File: config.mk
export PLATFORM = sky130hd
export DESIGN_NAME = wb_arb2_rr_flat
export DESIGN_NICKNAME = d
export VERILOG_FILES = /design/src/rtl/wb_arb2_rr_if.sv /design/src/rtl/wb_arb2_rr.sv /design/src/flat_wrapper.sv
export SDC_FILE = /design/constraint.sdc
export NUM_CORES = 1
export LEC_CHECK = 0
export BUFFER_PORTS_ARGS = -buffer_cell sky130_fd_sc_hd__buf_4
export CAP_MARGIN = 5
export CORE_AREA = 4 4 121 123
export CTS_CLUSTER_SIZE = 25
export DETAILED_ROUTE_END_ITERATION = 10
export DIE_AREA = 0 0 125 127
export GPL_TIMING_DRIVEN = 0
export PLACE_DENSITY_LB_ADDON = 0.2
export SLEW_MARGIN = 25
export SYNTH_ARGS = -nofsm -noshare
export SYNTH_HDL_FRONTEND = slang
export SYNTH_SLANG_ARGS = --single-unit
File: constraint.sdc
create_clock -name clk -period 5.75 [get_ports clk]
set_input_delay 0.575 -clock clk [delete_from_list [all_inputs] [get_ports clk]]
set_output_delay 0.575 -clock clk [all_outputs]
set_load 0.05 [all_outputs]
File: src/rtl/wb_arb2_rr_if.sv
// rtl/wb_arb2_rr_if.sv - two-master Wishbone bus bundle around the round-robin arbiter
interface wb_arb2_rr_if;
    logic [31:0] m0_adr_i, m0_dat_i, m0_dat_o;
    logic [3:0]  m0_sel_i;
    logic        m0_we_i, m0_cyc_i, m0_stb_i, m0_ack_o, m0_err_o;
    logic [31:0] m1_adr_i, m1_dat_i, m1_dat_o;
    logic [3:0]  m1_sel_i;
    logic        m1_we_i, m1_cyc_i, m1_stb_i, m1_ack_o, m1_err_o;
    logic [31:0] s_adr_o, s_dat_o, s_dat_i;
    logic [3:0]  s_sel_o;
    logic        s_we_o, s_cyc_o, s_stb_o, s_ack_i;
    logic [1:0]  gnt_o;

    // arbiter view
    modport slave (
        input  m0_adr_i, m0_dat_i, m0_sel_i, m0_we_i, m0_cyc_i, m0_stb_i,
        input  m1_adr_i, m1_dat_i, m1_sel_i, m1_we_i, m1_cyc_i, m1_stb_i,
        input  s_dat_i, s_ack_i,
        output m0_dat_o, m0_ack_o, m0_err_o, m1_dat_o, m1_ack_o, m1_err_o,
        output s_adr_o, s_dat_o, s_sel_o, s_we_o, s_cyc_o, s_stb_o, gnt_o
    );

    // masters plus shared slave, as seen from outside the arbiter
    modport master (
        output m0_adr_i, m0_dat_i, m0_sel_i, m0_we_i, m0_cyc_i, m0_stb_i,
        output m1_adr_i, m1_dat_i, m1_sel_i, m1_we_i, m1_cyc_i, m1_stb_i,
        output s_dat_i, s_ack_i,
        input  m0_dat_o, m0_ack_o, m0_err_o, m1_dat_o, m1_ack_o, m1_err_o,
        input  s_adr_o, s_dat_o, s_sel_o, s_we_o, s_cyc_o, s_stb_o, gnt_o
    );
endinterface

File: src/rtl/wb_arb2_rr.sv
// rtl/wb_arb2_rr.sv - two-master Wishbone round-robin arbiter with cycle-atomic grants and watchdog
module wb_arb2_rr #(
    parameter int unsigned timeout = 255
) (
    input  logic          clk,
    input  logic          reset,
    wb_arb2_rr_if.slave   bus
);
    typedef enum logic [1:0] {IDLE = 2'b00, GNT0 = 2'b01, GNT1 = 2'b10} state_t;

    localparam logic [15:0] wdog_limit = 16'(timeout);
    localparam bit          wdog_en    = (timeout != 0);

    state_t      state, state_next;
    logic        last;
    logic [15:0] wdog, wdog_next;
    logic        owner_stb, wdog_hit;

    always_ff @(posedge clk) begin
        if (reset) begin
            state <= IDLE;
            last  <= 1'b1;
            wdog  <= 16'd0;
        end else begin
            state <= state_next;
            wdog  <= wdog_next;
            if (state_next != state && state_next != IDLE)
                last <= (state_next == GNT1);
        end
    end

    // Owner keeps the bus for as long as its cyc stays high; hand-over skips IDLE.
    always_comb begin
        state_next = state;
        unique case (state)
            IDLE: begin
                if (bus.m0_cyc_i && bus.m1_cyc_i) state_next = last ? GNT0 : GNT1;
                else if (bus.m0_cyc_i)            state_next = GNT0;
                else if (bus.m1_cyc_i)            state_next = GNT1;
            end
            GNT0: if (!bus.m0_cyc_i) state_next = bus.m1_cyc_i ? GNT1 : IDLE;
            GNT1: if (!bus.m1_cyc_i) state_next = bus.m0_cyc_i ? GNT0 : IDLE;
            default: state_next = IDLE;
        endcase
    end

    always_comb begin
        bus.s_adr_o = 32'd0;
        bus.s_dat_o = 32'd0;
        bus.s_sel_o = 4'd0;
        bus.s_we_o  = 1'b0;
        bus.s_cyc_o = 1'b0;
        owner_stb   = 1'b0;
        if (state == GNT0) begin
            bus.s_adr_o = bus.m0_adr_i;
            bus.s_dat_o = bus.m0_dat_i;
            bus.s_sel_o = bus.m0_sel_i;
            bus.s_we_o  = bus.m0_we_i;
            bus.s_cyc_o = bus.m0_cyc_i;
            owner_stb   = bus.m0_stb_i;
        end else if (state == GNT1) begin
            bus.s_adr_o = bus.m1_adr_i;
            bus.s_dat_o = bus.m1_dat_i;
            bus.s_sel_o = bus.m1_sel_i;
            bus.s_we_o  = bus.m1_we_i;
            bus.s_cyc_o = bus.m1_cyc_i;
            owner_stb   = bus.m1_stb_i;
        end

        // A late ack in the expiry cycle still completes the transfer normally.
        wdog_hit = wdog_en && owner_stb && !bus.s_ack_i && (wdog == wdog_limit);

        if (state_next != state || !owner_stb || bus.s_ack_i || wdog_hit)
            wdog_next = 16'd0;
        else
            wdog_next = wdog + 16'd1;

        bus.s_stb_o  = owner_stb && !wdog_hit;
        bus.m0_ack_o = bus.s_ack_i && (state == GNT0);
        bus.m1_ack_o = bus.s_ack_i && (state == GNT1);
        bus.m0_err_o = wdog_hit && (state == GNT0);
        bus.m1_err_o = wdog_hit && (state == GNT1);
        bus.m0_dat_o = bus.s_dat_i;
        bus.m1_dat_o = bus.s_dat_i;
        bus.gnt_o    = state;
    end
endmodule

File: src/flat_wrapper.sv
// flat-port wrapper written by rule: the top's interface ports become plain ports
module wb_arb2_rr_flat 
#(
    parameter int unsigned timeout = 255
)
  (clk, reset, bus_m0_adr_i, bus_m0_dat_i, bus_m0_sel_i, bus_m0_we_i, bus_m0_cyc_i, bus_m0_stb_i, bus_m1_adr_i, bus_m1_dat_i, bus_m1_sel_i, bus_m1_we_i, bus_m1_cyc_i, bus_m1_stb_i, bus_s_dat_i, bus_s_ack_i, bus_m0_dat_o, bus_m0_ack_o, bus_m0_err_o, bus_m1_dat_o, bus_m1_ack_o, bus_m1_err_o, bus_s_adr_o, bus_s_dat_o, bus_s_sel_o, bus_s_we_o, bus_s_cyc_o, bus_s_stb_o, bus_gnt_o);
  wb_arb2_rr_if bus_i ();
  input  logic clk;
  input  logic reset;
  input wire logic [$bits(bus_i.m0_adr_i)-1:0] bus_m0_adr_i;
  input wire logic [$bits(bus_i.m0_dat_i)-1:0] bus_m0_dat_i;
  input wire logic [$bits(bus_i.m0_sel_i)-1:0] bus_m0_sel_i;
  input wire logic [$bits(bus_i.m0_we_i)-1:0] bus_m0_we_i;
  input wire logic [$bits(bus_i.m0_cyc_i)-1:0] bus_m0_cyc_i;
  input wire logic [$bits(bus_i.m0_stb_i)-1:0] bus_m0_stb_i;
  input wire logic [$bits(bus_i.m1_adr_i)-1:0] bus_m1_adr_i;
  input wire logic [$bits(bus_i.m1_dat_i)-1:0] bus_m1_dat_i;
  input wire logic [$bits(bus_i.m1_sel_i)-1:0] bus_m1_sel_i;
  input wire logic [$bits(bus_i.m1_we_i)-1:0] bus_m1_we_i;
  input wire logic [$bits(bus_i.m1_cyc_i)-1:0] bus_m1_cyc_i;
  input wire logic [$bits(bus_i.m1_stb_i)-1:0] bus_m1_stb_i;
  input wire logic [$bits(bus_i.s_dat_i)-1:0] bus_s_dat_i;
  input wire logic [$bits(bus_i.s_ack_i)-1:0] bus_s_ack_i;
  output wire logic [$bits(bus_i.m0_dat_o)-1:0] bus_m0_dat_o;
  output wire logic [$bits(bus_i.m0_ack_o)-1:0] bus_m0_ack_o;
  output wire logic [$bits(bus_i.m0_err_o)-1:0] bus_m0_err_o;
  output wire logic [$bits(bus_i.m1_dat_o)-1:0] bus_m1_dat_o;
  output wire logic [$bits(bus_i.m1_ack_o)-1:0] bus_m1_ack_o;
  output wire logic [$bits(bus_i.m1_err_o)-1:0] bus_m1_err_o;
  output wire logic [$bits(bus_i.s_adr_o)-1:0] bus_s_adr_o;
  output wire logic [$bits(bus_i.s_dat_o)-1:0] bus_s_dat_o;
  output wire logic [$bits(bus_i.s_sel_o)-1:0] bus_s_sel_o;
  output wire logic [$bits(bus_i.s_we_o)-1:0] bus_s_we_o;
  output wire logic [$bits(bus_i.s_cyc_o)-1:0] bus_s_cyc_o;
  output wire logic [$bits(bus_i.s_stb_o)-1:0] bus_s_stb_o;
  output wire logic [$bits(bus_i.gnt_o)-1:0] bus_gnt_o;
  assign bus_i.m0_adr_i = bus_m0_adr_i;
  assign bus_i.m0_dat_i = bus_m0_dat_i;
  assign bus_i.m0_sel_i = bus_m0_sel_i;
  assign bus_i.m0_we_i = bus_m0_we_i;
  assign bus_i.m0_cyc_i = bus_m0_cyc_i;
  assign bus_i.m0_stb_i = bus_m0_stb_i;
  assign bus_i.m1_adr_i = bus_m1_adr_i;
  assign bus_i.m1_dat_i = bus_m1_dat_i;
  assign bus_i.m1_sel_i = bus_m1_sel_i;
  assign bus_i.m1_we_i = bus_m1_we_i;
  assign bus_i.m1_cyc_i = bus_m1_cyc_i;
  assign bus_i.m1_stb_i = bus_m1_stb_i;
  assign bus_i.s_dat_i = bus_s_dat_i;
  assign bus_i.s_ack_i = bus_s_ack_i;
  assign bus_m0_dat_o = bus_i.m0_dat_o;
  assign bus_m0_ack_o = bus_i.m0_ack_o;
  assign bus_m0_err_o = bus_i.m0_err_o;
  assign bus_m1_dat_o = bus_i.m1_dat_o;
  assign bus_m1_ack_o = bus_i.m1_ack_o;
  assign bus_m1_err_o = bus_i.m1_err_o;
  assign bus_s_adr_o = bus_i.s_adr_o;
  assign bus_s_dat_o = bus_i.s_dat_o;
  assign bus_s_sel_o = bus_i.s_sel_o;
  assign bus_s_we_o = bus_i.s_we_o;
  assign bus_s_cyc_o = bus_i.s_cyc_o;
  assign bus_s_stb_o = bus_i.s_stb_o;
  assign bus_gnt_o = bus_i.gnt_o;
  wb_arb2_rr #(.timeout(timeout)) u_core (.clk(clk), .reset(reset), .bus(bus_i));
endmodule
---- Yosys cells after proc, flatten, opt, wreduce, memory -nomap -nowiden ----
Index checks and enable logic that the tools add are counted.
word-level totals
  register bits after elaboration ......... 19
  input port bits ......................... 177
  output and inout port bits .............. 141
  logic and storage cells ................. 48
operators by class
  $add $sub $neg .......................... 1
  eq/ne operators ......................... 5
  multiplexer cells ....................... 21
  reduce and logical (&&, ||, !) cells .... 18
operators by type and width
  cell                     number
  $mux W32                 4
  $add A16 B1 Y16 const B  1
  $eq A16 B8 Y1 const B    1
  $mux W2                  7
  $logic_and A1 B1 Y1      9
  $mux W4                  2
  $mux W1                  7
  $pmux W2 S3              1
  $eq A2 B2 Y1 const B     2
  $logic_not A1 Y1         3
  $logic_or A1 B1 Y1       3
  $eq A2 B1 Y1 const B     1
  $logic_not A2 Y1         1
  $ne A2 B2 Y1             1
  $reduce_bool A2 Y1       1
  $reduce_or A2 Y1         1

---- Depth between registers and ports, before layout ----
Gate-level depths: netlist of the first run.
  depth after elaboration ................. 9
  depth in mapped cells ................... 7
  mapped depth without buffers ............ 5

---- Worst setup path after synthesis of the first run ----
Ideal clock, no wire load.
  path type ............................... register to output
  start ................................... register u_core.state[0], in the netlist u_core.bus.gnt_o[0]
  end ..................................... output port bus_m0_err_o
  arrival ................................. 2.415 ns
  required time ........................... 5.175 ns
  setup slack ............................. 2.760 ns
  cell stages (with the launch flop) ...... 7
  buffers on the path ..................... 2
  cells stage by stage .................... dfxtp_1 -> clkbuf_1 -> nor2b_1 -> clkbuf_1 -> a22oi_1 -> or3_4 -> nor3_2
on the way
  word-level cells in the longest chain between the ends .. 6
  elaborated cells on any way between the ends .. 7
  classes of those cells .................. 2 x eq/ne; 2 x mux; 3 x reduce/logical
ends and longest elaborated chain
  element                           RTL line            text
  start: declaration                wb_arb2_rr.sv:14    state_t state, state_next;
  start signal: assignment          wb_arb2_rr.sv:25    state <= state_next;
  $eq A2 B2 Y1                      wb_arb2_rr.sv:61    end else if (state == GNT1) begin
  $mux W1                           wb_arb2_rr.sv:61
  $mux W1                           wb_arb2_rr.sv:54    if (state == GNT0) begin
  $logic_and A1 B1 Y1 (2 in a row)  wb_arb2_rr.sv:71    wdog_hit = wdog_en && owner_stb && !bus.s_ack_i && (wdog == wdog_limit);
  $logic_and A1 B1 Y1 *             wb_arb2_rr.sv:81    bus.m0_err_o = wdog_hit && (state == GNT0);
  end: declaration                  flat_wrapper.sv:26  output wire logic [$bits(bus_i.m0_err_o)-1:0] bus_m0_err_o;
Mark *: on every way between the ends. The rest lies on a longest branch, timed or not.

---- Worst setup path after layout of the first run ----
  start ................................... register u_core.wdog[0]
  end ..................................... output port bus_s_stb_o
on the way
  word-level cells in the longest chain between the ends .. 4
ends and longest elaborated chain
  element                   RTL line            text
  start: declaration        wb_arb2_rr.sv:16    logic [15:0] wdog, wdog_next;
  start signal: assignment  wb_arb2_rr.sv:26    wdog <= wdog_next;
  $eq A16 B8 Y1             wb_arb2_rr.sv:71
  $logic_and A1 B1 Y1       wb_arb2_rr.sv:71
  $logic_not A1 Y1          wb_arb2_rr.sv:78    bus.s_stb_o = owner_stb && !wdog_hit;
  $logic_and A1 B1 Y1       wb_arb2_rr.sv:78
  end: declaration          flat_wrapper.sv:35  output wire logic [$bits(bus_i.s_stb_o)-1:0] bus_s_stb_o;
Every way passes these cells.

==> qor.txt, run 1 <==
====================================================================================================
Result of the run ..................................................................... complete, no violations
Final count of pins violating max slew ................................................            0
Full die area .........................................................................    15880 um2
Post-placement cell area ..............................................................     4447 um2
Core Footprint ........................................................................    13670 um2
Post-synthesis instance area ..........................................................     2082 um2
Iteration-0 DRC count of the detailed router ..........................................           86
Sort of element at the start of the critical path .....................................         flop
Hold Worst Slack ......................................................................    0.4731 ns
Initial antenna violation count .......................................................            1
Final-report hold violation count .....................................................            0
Max stage delay cell, worst path ...................................................... sky130_fd_sc_hd__or4_1
Quantity of I/O buffers inserted on ports .............................................          285
CP max FO .............................................................................            6
Routed via count ......................................................................         3006
Arrival time of the worst setup path ..................................................      2.45 ns
Worst Clk Skew ........................................................................  0.005536 ns
Number of nets in the layout ..........................................................          730
Pin count of the biggest net entering global routing ..................................           11
Number of top-level pins ..............................................................          318
Leakage ...............................................................................     2.308 nW
Post-synth EDFFs ......................................................................            0
Total setup buffers inserted after CTS ................................................            0
Die width .............................................................................       125 um
Remaining antenna violation count .....................................................            0
Leading register cell type out of synthesis ........................................... sky130_fd_sc_hd__dfxtp_1
Count of cells resized by post-cts repair .............................................            0
Share of cells above drive strength 1 .................................................       0.6479
Worst hold path class ................................................................. flop to flop
Number of buffers created by CTS ......................................................            3
Sequential share of the synthesized area ..............................................       0.1827
Routed wire length on met3 ............................................................       967 um
FFs w/ async S/R, synth ...............................................................            0
Total of warnings raised by yosys .....................................................            0
CTS hold repair buffers ...............................................................            0
Level count of the clock H-tree .......................................................            1
Cell type with the highest aggregate area in the netlist .............................. sky130_fd_sc_hd__a22o_1
Drt wl/cell ...........................................................................     16.97 um
M1 wire length ........................................................................      4548 um
Final Core Density ....................................................................       0.3312
Total length of routed wires ..........................................................     12410 um
TritonCTS clock tree ..................................................................        built
Minimum period implied by the final worst setup slack .................................     3.028 ns
Length of the first detailed-routing pass in iterations ...............................            4
Global-route usage over all layers ....................................................       0.1394
Final global-route overflow total .....................................................            0
CTS sink cnt ..........................................................................           19
Mapped Cells ..........................................................................          262
Library cells used by synthesis .......................................................           30
Post-Synthesis Mean Instance Area .....................................................    7.947 um2
Max layer used ........................................................................         met5
#FFs+latches synth ....................................................................           19
Deepest clock path buffer count .......................................................            2
Worst vdd ir ..........................................................................    0.1486 mV
Leading post-synthesis cells by cell area ............................................. sky130_fd_sc_hd__a22o_1, sky130_fd_sc_hd__buf_4, sky130_fd_sc_hd__dfxtp_1
Worst skew pair latency ...............................................................      0.25 ns
Final period util .....................................................................       0.5266
Kind of end point of the critical path ................................................  output port
Final Wtd Congestion ..................................................................       0.9014
Placed Cells incl. Taps ...............................................................          727
Slew margin rel. ......................................................................       0.6274
Proportion of netlist area held by the largest area contributor .......................       0.2903
Per-cell via count in the routed design ...............................................        4.112
Std-Cell Rows .........................................................................           43
Antenna diodes ........................................................................            0
Chip height ...........................................................................       127 um
Setup TNS .............................................................................         0 ns
Critical path's largest stage delay ...................................................      0.62 ns
Residual DRC count ....................................................................            0
Total of max-cap violations ...........................................................            0
Fill cell instance count of the final layout ..........................................         1477
Power per cell area ................................................................... 173.3 nW/um2
Leading cell types by count after synthesis ........................................... sky130_fd_sc_hd__a22o_1, sky130_fd_sc_hd__buf_4, sky130_fd_sc_hd__nor2_1
Final standard cell area without fillers ..............................................     4526 um2
Ordered list of cells on the worst path ............................................... ha_1 -> nand4_1 -> or4_1 -> or3_4 -> nor2b_1 -> buf_4
Final setup vio count .................................................................            0
Sum of met2 wire segment lengths after detailed routing ...............................      6671 um
Layout overhead on the synthesized area ...............................................       117.4%
Instance count along the most critical hold path ......................................            1
Vias in the first global route ........................................................         2908
Tightest Pin Transition ...............................................................    0.5589 ns
Dominant cell by count in the synthesized netlist ..................................... sky130_fd_sc_hd__a22o_1
Number of cells traversed by the worst register-to-register path ......................            6
Fin cells .............................................................................          731
Required time of the critical path ....................................................      5.18 ns
Classification of the worst setup path ................................................ flop to output port
Clock-pin slew reported for the worst setup and hold paths after clock tree synthesis .      0.05 ns
Highest Clock Rate ....................................................................   0.3302 GHz
Syn Nets ..............................................................................          440
Wire length of the first global-routing pass ..........................................     17850 um
HPWL after detailed placement .........................................................     10830 um
Root buffer selected by CTS ........................................................... sky130_fd_sc_hd__clkbuf_16
Starting Density ......................................................................       0.1524
RSZ-0062 raised after global routing ..................................................        false
====================================================================================================
-- cell type report --
class                           instances  area, um2  area share
Sequential cell                        19      380.4     0.08405
Timing Repair Buffer                  285       2140      0.4728
Inverter                                6      22.52    0.004977
Multi-Input combinational cell        155       1127      0.2491
Tap cell                              180      225.2     0.04977
Buffer                                 82      551.8      0.1219
Clock buffer                            4      78.83     0.01742
-- flip-flops by register name, summed over array words and instances (netlist names) --
| name | cells |
|---|---|
| u_core.wdog | 16 |
| u_core.last | 1 |
| u_core.bus.gnt_o | 2 |
-- layer usage --
layer | vias up | GRT usage
met4 | 2 | 0.03316
met2 | 157 | 0.2623
met3 | 12 | 0.03637
met5 | - | 0
met1 | 1360 | 0.1571
li1 | 1475 | -
-- cells in the final DEF (no fill, tap or decap), types with 4 or more instances in the layout --
| cell | instances |
|---|---|
| sky130_fd_sc_hd__xnor2_1 | 12 |
| sky130_fd_sc_hd__buf_4 | 350 |
| sky130_fd_sc_hd__nor3_1 | 5 |
| sky130_fd_sc_hd__clkbuf_1 | 18 |
| sky130_fd_sc_hd__nand4_1 | 4 |
| sky130_fd_sc_hd__nand2_1 | 5 |
| sky130_fd_sc_hd__dfxtp_1 | 19 |
| sky130_fd_sc_hd__nor2_1 | 23 |
| sky130_fd_sc_hd__a22o_1 | 69 |
| sky130_fd_sc_hd__nand3_1 | 7 |
| sky130_fd_sc_hd__inv_1 | 6 |
-- metrics by stage --
stage	power, W	setup slack, ns
3_3_place_gp	0.0006487	2.986
5_1_grt	0.0008149	2.549
6_report	0.0007843	2.722
4_1_cts	0.0007930	2.684
3_5_place_dp	0.0006496	2.975
2_1_floorplan	0.0004548	2.760
-- where the power goes --
part	switching, W	internal, W
sequential	0.00000200	0.000133
clock	0.0000463	0.0000942
combinational	0.000310	0.000198
total	0.000359	0.000426
-- worst max-delay path, delay by kind of cell (launching register included) --
| family | cells | cell delay (ns) |
|---|---|---|
| and+or+nand+nor | 4 | 1.38 |
| DFF | 1 | 0.39 |
| adders and majority gates | 1 | 0.23 |
| buffers and inverters | 1 | 0.20 |
-- cells by family (layout without fill, tap and decap cells) --
logic type / after synthesis / count (layout) / synth area share
and+or+nand+nor: 64 / 64 / 0.1635
buffers and inverters: 88 / 377 / 0.2758
AOI/OAI and AO/OA: 76 / 76 / 0.3131
adders and majority gates: 1 / 1 / 0.006009
xor gates and xnor gates: 14 / 14 / 0.05890
DFF: 19 / 19 / 0.1827
-- path summary, 6_finish.rpt --
kind                        startpoint                          to  slack, ns
max          u_core.wdog[0]$_SDFF_PP0_                 bus_s_stb_o       2.72
min          u_core.wdog[0]$_SDFF_PP0_   u_core.wdog[0]$_SDFF_PP0_       0.47
max reg2reg  u_core.wdog[0]$_SDFF_PP0_  u_core.wdog[13]$_SDFF_PP0_       3.59
min reg2reg  u_core.wdog[0]$_SDFF_PP0_   u_core.wdog[0]$_SDFF_PP0_       0.47
Note: power is estimated with default switching activity, not from simulation.
==> run 2, diff against run 1 <==
Settings changed: CORE_AREA 4 4 121 123 to 4 4 120 122, DIE_AREA 0 0 125 127 to 0 0 124 126.
Clock period 5.75 ns to 2.75 ns, I/O delays scaled along.
==> qor.txt, run 2 (synthesis gave the netlist of run 1 again) <==
====================================================================================================
Result of the run ..................................................................... complete, no violations
Remaining antenna violation count .....................................................            0
Arrival time of the worst setup path ..................................................      2.37 ns
Final count of pins violating max slew ................................................            0
Residual DRC count ....................................................................            0
CTS sink cnt ..........................................................................           19
Drt wl/cell ...........................................................................     18.06 um
Final-report hold violation count .....................................................            0
Clock-pin slew reported for the worst setup and hold paths after clock tree synthesis .      0.05 ns
Level count of the clock H-tree .......................................................            1
Global-route met3 utilization .........................................................      0.04036
Largest register by flop count ........................................................  u_core.wdog
Worst vdd ir ..........................................................................    0.1598 mV
Final setup vio count .................................................................            0
Routed via count ......................................................................         2945
Chip height ...........................................................................       126 um
Launching point of the worst reg2reg path ............................................. u_core.wdog[9]$_SDFF_PP0_
Initial antenna violation count .......................................................            0
Placed Cells incl. Taps ...............................................................          723
Setup TNS .............................................................................         0 ns
Number of flip-flops in the largest register ..........................................           16
Final global-route overflow total .....................................................            0
CTS hold repair buffers ...............................................................            0
Share of cells above drive strength 1 .................................................       0.6522
HPWL after detailed placement .........................................................     11520 um
Classification of the worst setup path ................................................ flop to output port
Std-Cell Rows .........................................................................           42
Final standard cell area without fillers ..............................................     4544 um2
Met2 global-route usage ...............................................................       0.2781
Leakage ...............................................................................     2.321 nW
Worst hold path class ................................................................. primary input to flop
Root buffer selected by CTS ........................................................... sky130_fd_sc_hd__clkbuf_16
Minimum period implied by the final worst setup slack .................................     2.649 ns
Number of buffers created by CTS ......................................................            3
Required time of the critical path ....................................................      2.48 ns
Fin cells .............................................................................          728
Tightest Pin Transition ...............................................................    0.5151 ns
Final Wtd Congestion ..................................................................       0.8731
Global-route usage over all layers ....................................................       0.1493
Starting Density ......................................................................       0.1578
Pin count of the biggest net entering global routing ..................................           11
Worst setup startpoint ................................................................ u_core.wdog[9]$_SDFF_PP0_
Vias in the first global route ........................................................         2929
Deepest clock path buffer count .......................................................            2
Slew margin rel. ......................................................................       0.6566
Wire length of the first global-routing pass ..........................................     18000 um
Final period util .....................................................................       0.9631
Die width .............................................................................       124 um
Sort of element at the start of the critical path .....................................         flop
Fill cell instance count of the final layout ..........................................         1407
Commonest cells after routing, fill and taps aside .................................... sky130_fd_sc_hd__buf_4, sky130_fd_sc_hd__a22o_1, sky130_fd_sc_hd__nor2_1
Quantity of I/O buffers inserted on ports .............................................          285
Length of the first detailed-routing pass in iterations ...............................            4
Per-cell via count in the routed design ...............................................        4.045
TritonCTS clock tree ..................................................................        built
Layout overhead on the synthesized area ...............................................       118.3%
Most common cell after layout, fill and taps aside .................................... sky130_fd_sc_hd__buf_4
Met1 track demand over resource in global routing .....................................       0.1668
Startpoint of the tightest hold check path ............................................        reset
GR peak layer .........................................................................         met2
Post-placement cell area ..............................................................     4442 um2
Antenna diodes ........................................................................            0
Number of nets in the layout ..........................................................          731
Highest Clock Rate ....................................................................   0.3776 GHz
Total length of routed wires ..........................................................     13150 um
Full die area .........................................................................    15620 um2
Core Footprint ........................................................................    13190 um2
Worst Clk Skew ........................................................................  0.002542 ns
CP max FO .............................................................................            5
Number of top-level pins ..............................................................          318
Worst skew pair latency ...............................................................      0.25 ns
Power per cell area ................................................................... 362.9 nW/um2
RSZ-0062 raised after global routing ..................................................        false
Iteration-0 DRC count of the detailed router ..........................................          164
Total of max-cap violations ...........................................................            0
Hold Worst Slack ......................................................................    0.2247 ns
Kind of end point of the critical path ................................................  output port
====================================================================================================
## run 2: cell types whose count changed in the layout (fill, tap and decap cells not counted)
cell and delta:
sky130_fd_sc_hd__nor3_2 -1, sky130_fd_sc_hd__buf_4 -1, sky130_fd_sc_hd__nor3_4 +1, sky130_fd_sc_hd__clkbuf_2 +2, sky130_fd_sc_hd__buf_6 +2, sky130_fd_sc_hd__clkbuf_1 -2
## run 2: area by class of cell
class                   count  area, um2  area share
inverters                   6      22.52    0.004956
multi-input cells         155       1134      0.2494
plain buffers              82      554.3      0.1220
clock buffers               4      78.83     0.01735
repair buffers            286       2155      0.4741
flip-flops and latches     19      380.4     0.08370
well taps                 176      220.2     0.04846
## run 2: path summary, 6_finish.rpt
check | endpoint | slack [ns] | cells past startpoint
worst max register to register | u_core.wdog[12]$_SDFF_PP0_ | 0.68 | 5
worst min-delay path | u_core.bus.gnt_o[1]$_SDFF_PP0_ | 0.22 | 2
worst min register to register | u_core.wdog[0]$_SDFF_PP0_ | 0.48 | 1
worst max-delay path | bus_s_stb_o | 0.10 | 5
## run 2: where the power goes
group / internal, W / total (W) / switching (W) / leakage (nW)
clock network: 0.000197 / 0.000297 / 0.0000997 / 0.0382
logic: 0.000415 / 0.00107 / 0.000654 / 2.13
registers: 0.000279 / 0.000283 / 0.00000435 / 0.154
## run 2: timing repair
action / 4_1_cts / 5_1_grt
setup buffers: 1 / 0
endpoints found under the setup margin: 3 / 2
pin swaps: 1 / 0
gates resized for setup: 2 / 3
## run 2: worst max-delay path, cell delays in order, from the launching register on
cell and delay [ns]:
sky130_fd_sc_hd__dfxtp_1 0.35, sky130_fd_sc_hd__or4_1 0.53, sky130_fd_sc_hd__or4_1 0.51, sky130_fd_sc_hd__or3_4 0.38, sky130_fd_sc_hd__nor2b_1 0.15, sky130_fd_sc_hd__buf_4 0.20
## run 2: through the flow
stage	power [W]	utilization	worst slack [ns]
after floorplan	0.0009509	-	0.05957
after global placement	0.001361	0.3367	0.2133
after detailed placement	0.001363	0.3367	0.2115
after CTS	0.001666	0.3435	0.05846
after global routing	0.001715	0.3445	0.002491
final	0.001649	0.3445	0.1013
## run 2: metal layers
metal / part of all wire / routed length, um / vias to the layer above
met5: 0 / 0 / -
met4: 0.017 / 223 / 0
met3: 0.095 / 1246 / 14
met2: 0.52 / 6874 / 122
met1: 0.37 / 4805 / 1335
li1: - / - / 1474
==> run 3, diff against run 2 <==
==> constraint.sdc (replaced) <==
create_clock -name clk -period 2.75 [get_ports clk]
set_input_delay 0.275 -clock clk [delete_from_list [all_inputs] [get_ports clk]]
set_output_delay 0.275 -clock clk [all_outputs]
set_load 0.01 [all_outputs]
==> qor.txt, run 3 (synthesis gave the netlist of run 1 again) <==
====================================================================================================
Result of the run ..................................................................... complete, no violations
Classification of the worst setup path ................................................ flop to output port
Length of the first detailed-routing pass in iterations ...............................            4
Minimum period implied by the final worst setup slack .................................     2.624 ns
Total of max-cap violations ...........................................................            0
Core Footprint ........................................................................    13190 um2
Antenna diodes ........................................................................            0
Total length of routed wires ..........................................................     13160 um
Most common cell after layout, fill and taps aside .................................... sky130_fd_sc_hd__buf_4
Layout overhead on the synthesized area ...............................................       117.8%
Initial antenna violation count .......................................................            0
Final count of pins violating max slew ................................................            0
Instance count along the most critical hold path ......................................            2
Pin count of the biggest net entering global routing ..................................           11
Quantity of I/O buffers inserted on ports .............................................          285
Startpoint of the tightest hold check path ............................................        reset
Level count of the clock H-tree .......................................................            1
Number of flip-flops in the largest register ..........................................           16
Remaining antenna violation count .....................................................            0
Final Wtd Congestion ..................................................................       0.8731
Std-Cell Rows .........................................................................           42
Area used by sequential logic in the layout ...........................................    380.4 um2
Clock-pin slew reported for the worst setup and hold paths after clock tree synthesis .      0.05 ns
Required time of the critical path ....................................................      2.48 ns
Vias in the first global route ........................................................         2917
Tightest Pin Transition ...............................................................    0.5160 ns
Wire length of the first global-routing pass ..........................................     17940 um
RSZ-0062 raised after global routing ..................................................        false
Number of top-level pins ..............................................................          318
Slew margin rel. ......................................................................       0.6560
Launching point of the worst reg2reg path ............................................. u_core.wdog[8]$_SDFF_PP0_
Kind of end point of the critical path ................................................  output port
Worst vdd ir ..........................................................................    0.1606 mV
Sort of element at the start of the critical path .....................................         flop
Fill cell instance count of the final layout ..........................................         1405
Setup slack of the most critical reg-to-reg path ......................................      0.65 ns
Chip height ...........................................................................       126 um
Residual DRC count ....................................................................            0
Placed Cells incl. Taps ...............................................................          723
Power per cell area ................................................................... 274.5 nW/um2
CTS hold repair buffers ...............................................................            0
Setup TNS .............................................................................         0 ns
CTS sink cnt ..........................................................................           19
Starting Density ......................................................................       0.1578
Worst hold path class ................................................................. primary input to flop
Drt wl/cell ...........................................................................     18.08 um
TritonCTS clock tree ..................................................................        built
Leakage ...............................................................................     2.321 nW
Per-cell via count in the routed design ...............................................        4.052
Final setup vio count .................................................................            0
Number of buffers created by CTS ......................................................            3
Final-report hold violation count .....................................................            0
Arrival time of the worst setup path ..................................................      2.35 ns
Worst Clk Skew ........................................................................  0.001829 ns
Share of cells above drive strength 1 .................................................       0.6540
Final period util .....................................................................       0.9543
Fin cells .............................................................................          728
Destination of the worst register-to-register timing path ............................. u_core.wdog[12]$_SDFF_PP0_
Routed via count ......................................................................         2950
Worst skew pair latency ...............................................................      0.25 ns
Commonest cells after routing, fill and taps aside .................................... sky130_fd_sc_hd__buf_4, sky130_fd_sc_hd__a22o_1, sky130_fd_sc_hd__nor2_1
Highest Clock Rate ....................................................................   0.3811 GHz
Area occupied by multi-input gates ....................................................     1131 um2
CP max FO .............................................................................            6
Deepest clock path buffer count .......................................................            2
Die width .............................................................................       124 um
Root buffer selected by CTS ........................................................... sky130_fd_sc_hd__clkbuf_16
Global-route usage over all layers ....................................................       0.1489
Number of cells traversed by the worst register-to-register path ......................            5
HPWL after detailed placement .........................................................     11520 um
Iteration-0 DRC count of the detailed router ..........................................          140
Hold path endpoint .................................................................... u_core.bus.gnt_o[1]$_SDFF_PP0_
Number of nets in the layout ..........................................................          731
Final global-route overflow total .....................................................            0
Full die area .........................................................................    15620 um2
Largest register by flop count ........................................................  u_core.wdog
====================================================================================================
-- run 3: cell counts in the layout (fill, tap and decap cells not counted) --
Identical to the previous run, type by type.
-- run 3: worst max path at each step --
stage	endpoint	cells past startpoint	startpoint	slack [ns]
after floorplan	bus_m0_err_o	5	u_core.wdog[0]$_SDFF_PP0_	0.62
after global placement	bus_s_stb_o	6	u_core.wdog[0]$_SDFF_PP0_	0.28
after detailed placement	bus_m0_err_o	6	u_core.bus.gnt_o[1]$_SDFF_PP0_	0.29
after CTS	bus_m0_err_o	6	u_core.bus.gnt_o[1]$_SDFF_PP0_	0.001
after global routing	bus_m0_err_o	5	u_core.wdog[8]$_SDFF_PP0_	0.02
final	bus_s_stb_o	5	u_core.wdog[8]$_SDFF_PP0_	0.13
-- run 3: layout make-up --
type | instances | area share
Timing Repair Buffer | 286 | 0.4735
Inverter | 6 | 0.004967
Tap cell | 176 | 0.04857
Buffer | 82 | 0.1222
Clock buffer | 4 | 0.01738
Sequential cell | 19 | 0.08389
Multi-Input combinational cell | 155 | 0.2494
-- run 3: timing repair --
| action | 4_1_cts | 5_1_grt |
|---|---|---|
| setup endpoints to repair | 0 | 3 |
| setup buffers | 0 | 1 |
| resized for setup | 0 | 5 |
-- run 3: worst max-delay path, stage by stage, from the launching register on --
cell,delay [ns]
sky130_fd_sc_hd__dfxtp_1,0.35
sky130_fd_sc_hd__or4_1,0.52
sky130_fd_sc_hd__or4_4,0.55
sky130_fd_sc_hd__or3_4,0.37
sky130_fd_sc_hd__nor2b_1,0.14
sky130_fd_sc_hd__buf_4,0.16
-- run 3: through the flow --
| step | hold WS (ns) | cell area (um2) | power (W) | setup slack (ns) | utilization |
|---|---|---|---|---|---|
| after floorplan | 0.3511 | 2082 | 0.0005529 | 0.6186 | - |
| after global placement | 0.4660 | 4442 | 0.0009583 | 0.2822 | 0.3367 |
| after detailed placement | 0.4720 | 4442 | 0.0009603 | 0.2883 | 0.3367 |
| after CTS | 0.2267 | 4521 | 0.001264 | 0.001328 | 0.3427 |
| after global routing | 0.2263 | 4534 | 0.001313 | 0.01980 | 0.3438 |
| final | 0.2247 | 4534 | 0.001245 | 0.1257 | 0.3438 |
-- run 3: power breakdown --
| part | total [W] | switching, W | leakage (nW) | internal [W] |
|---|---|---|---|---|
| Sequential | 0.000283 | 0.00000403 | 0.154 | 0.000279 |
| Combinational | 0.000666 | 0.000260 | 2.13 | 0.000405 |
| Clock | 0.000296 | 0.0000987 | 0.0382 | 0.000197 |
-- run 3: routing by layer --
layer | global-route usage | wire (um) | share of wire
met1 | 0.1662 | 4766 | 0.36
met2 | 0.2774 | 6885 | 0.52
met3 | 0.04036 | 1282 | 0.097
met4 | 0.03286 | 228 | 0.017
met5 | 0 | 0 | 0
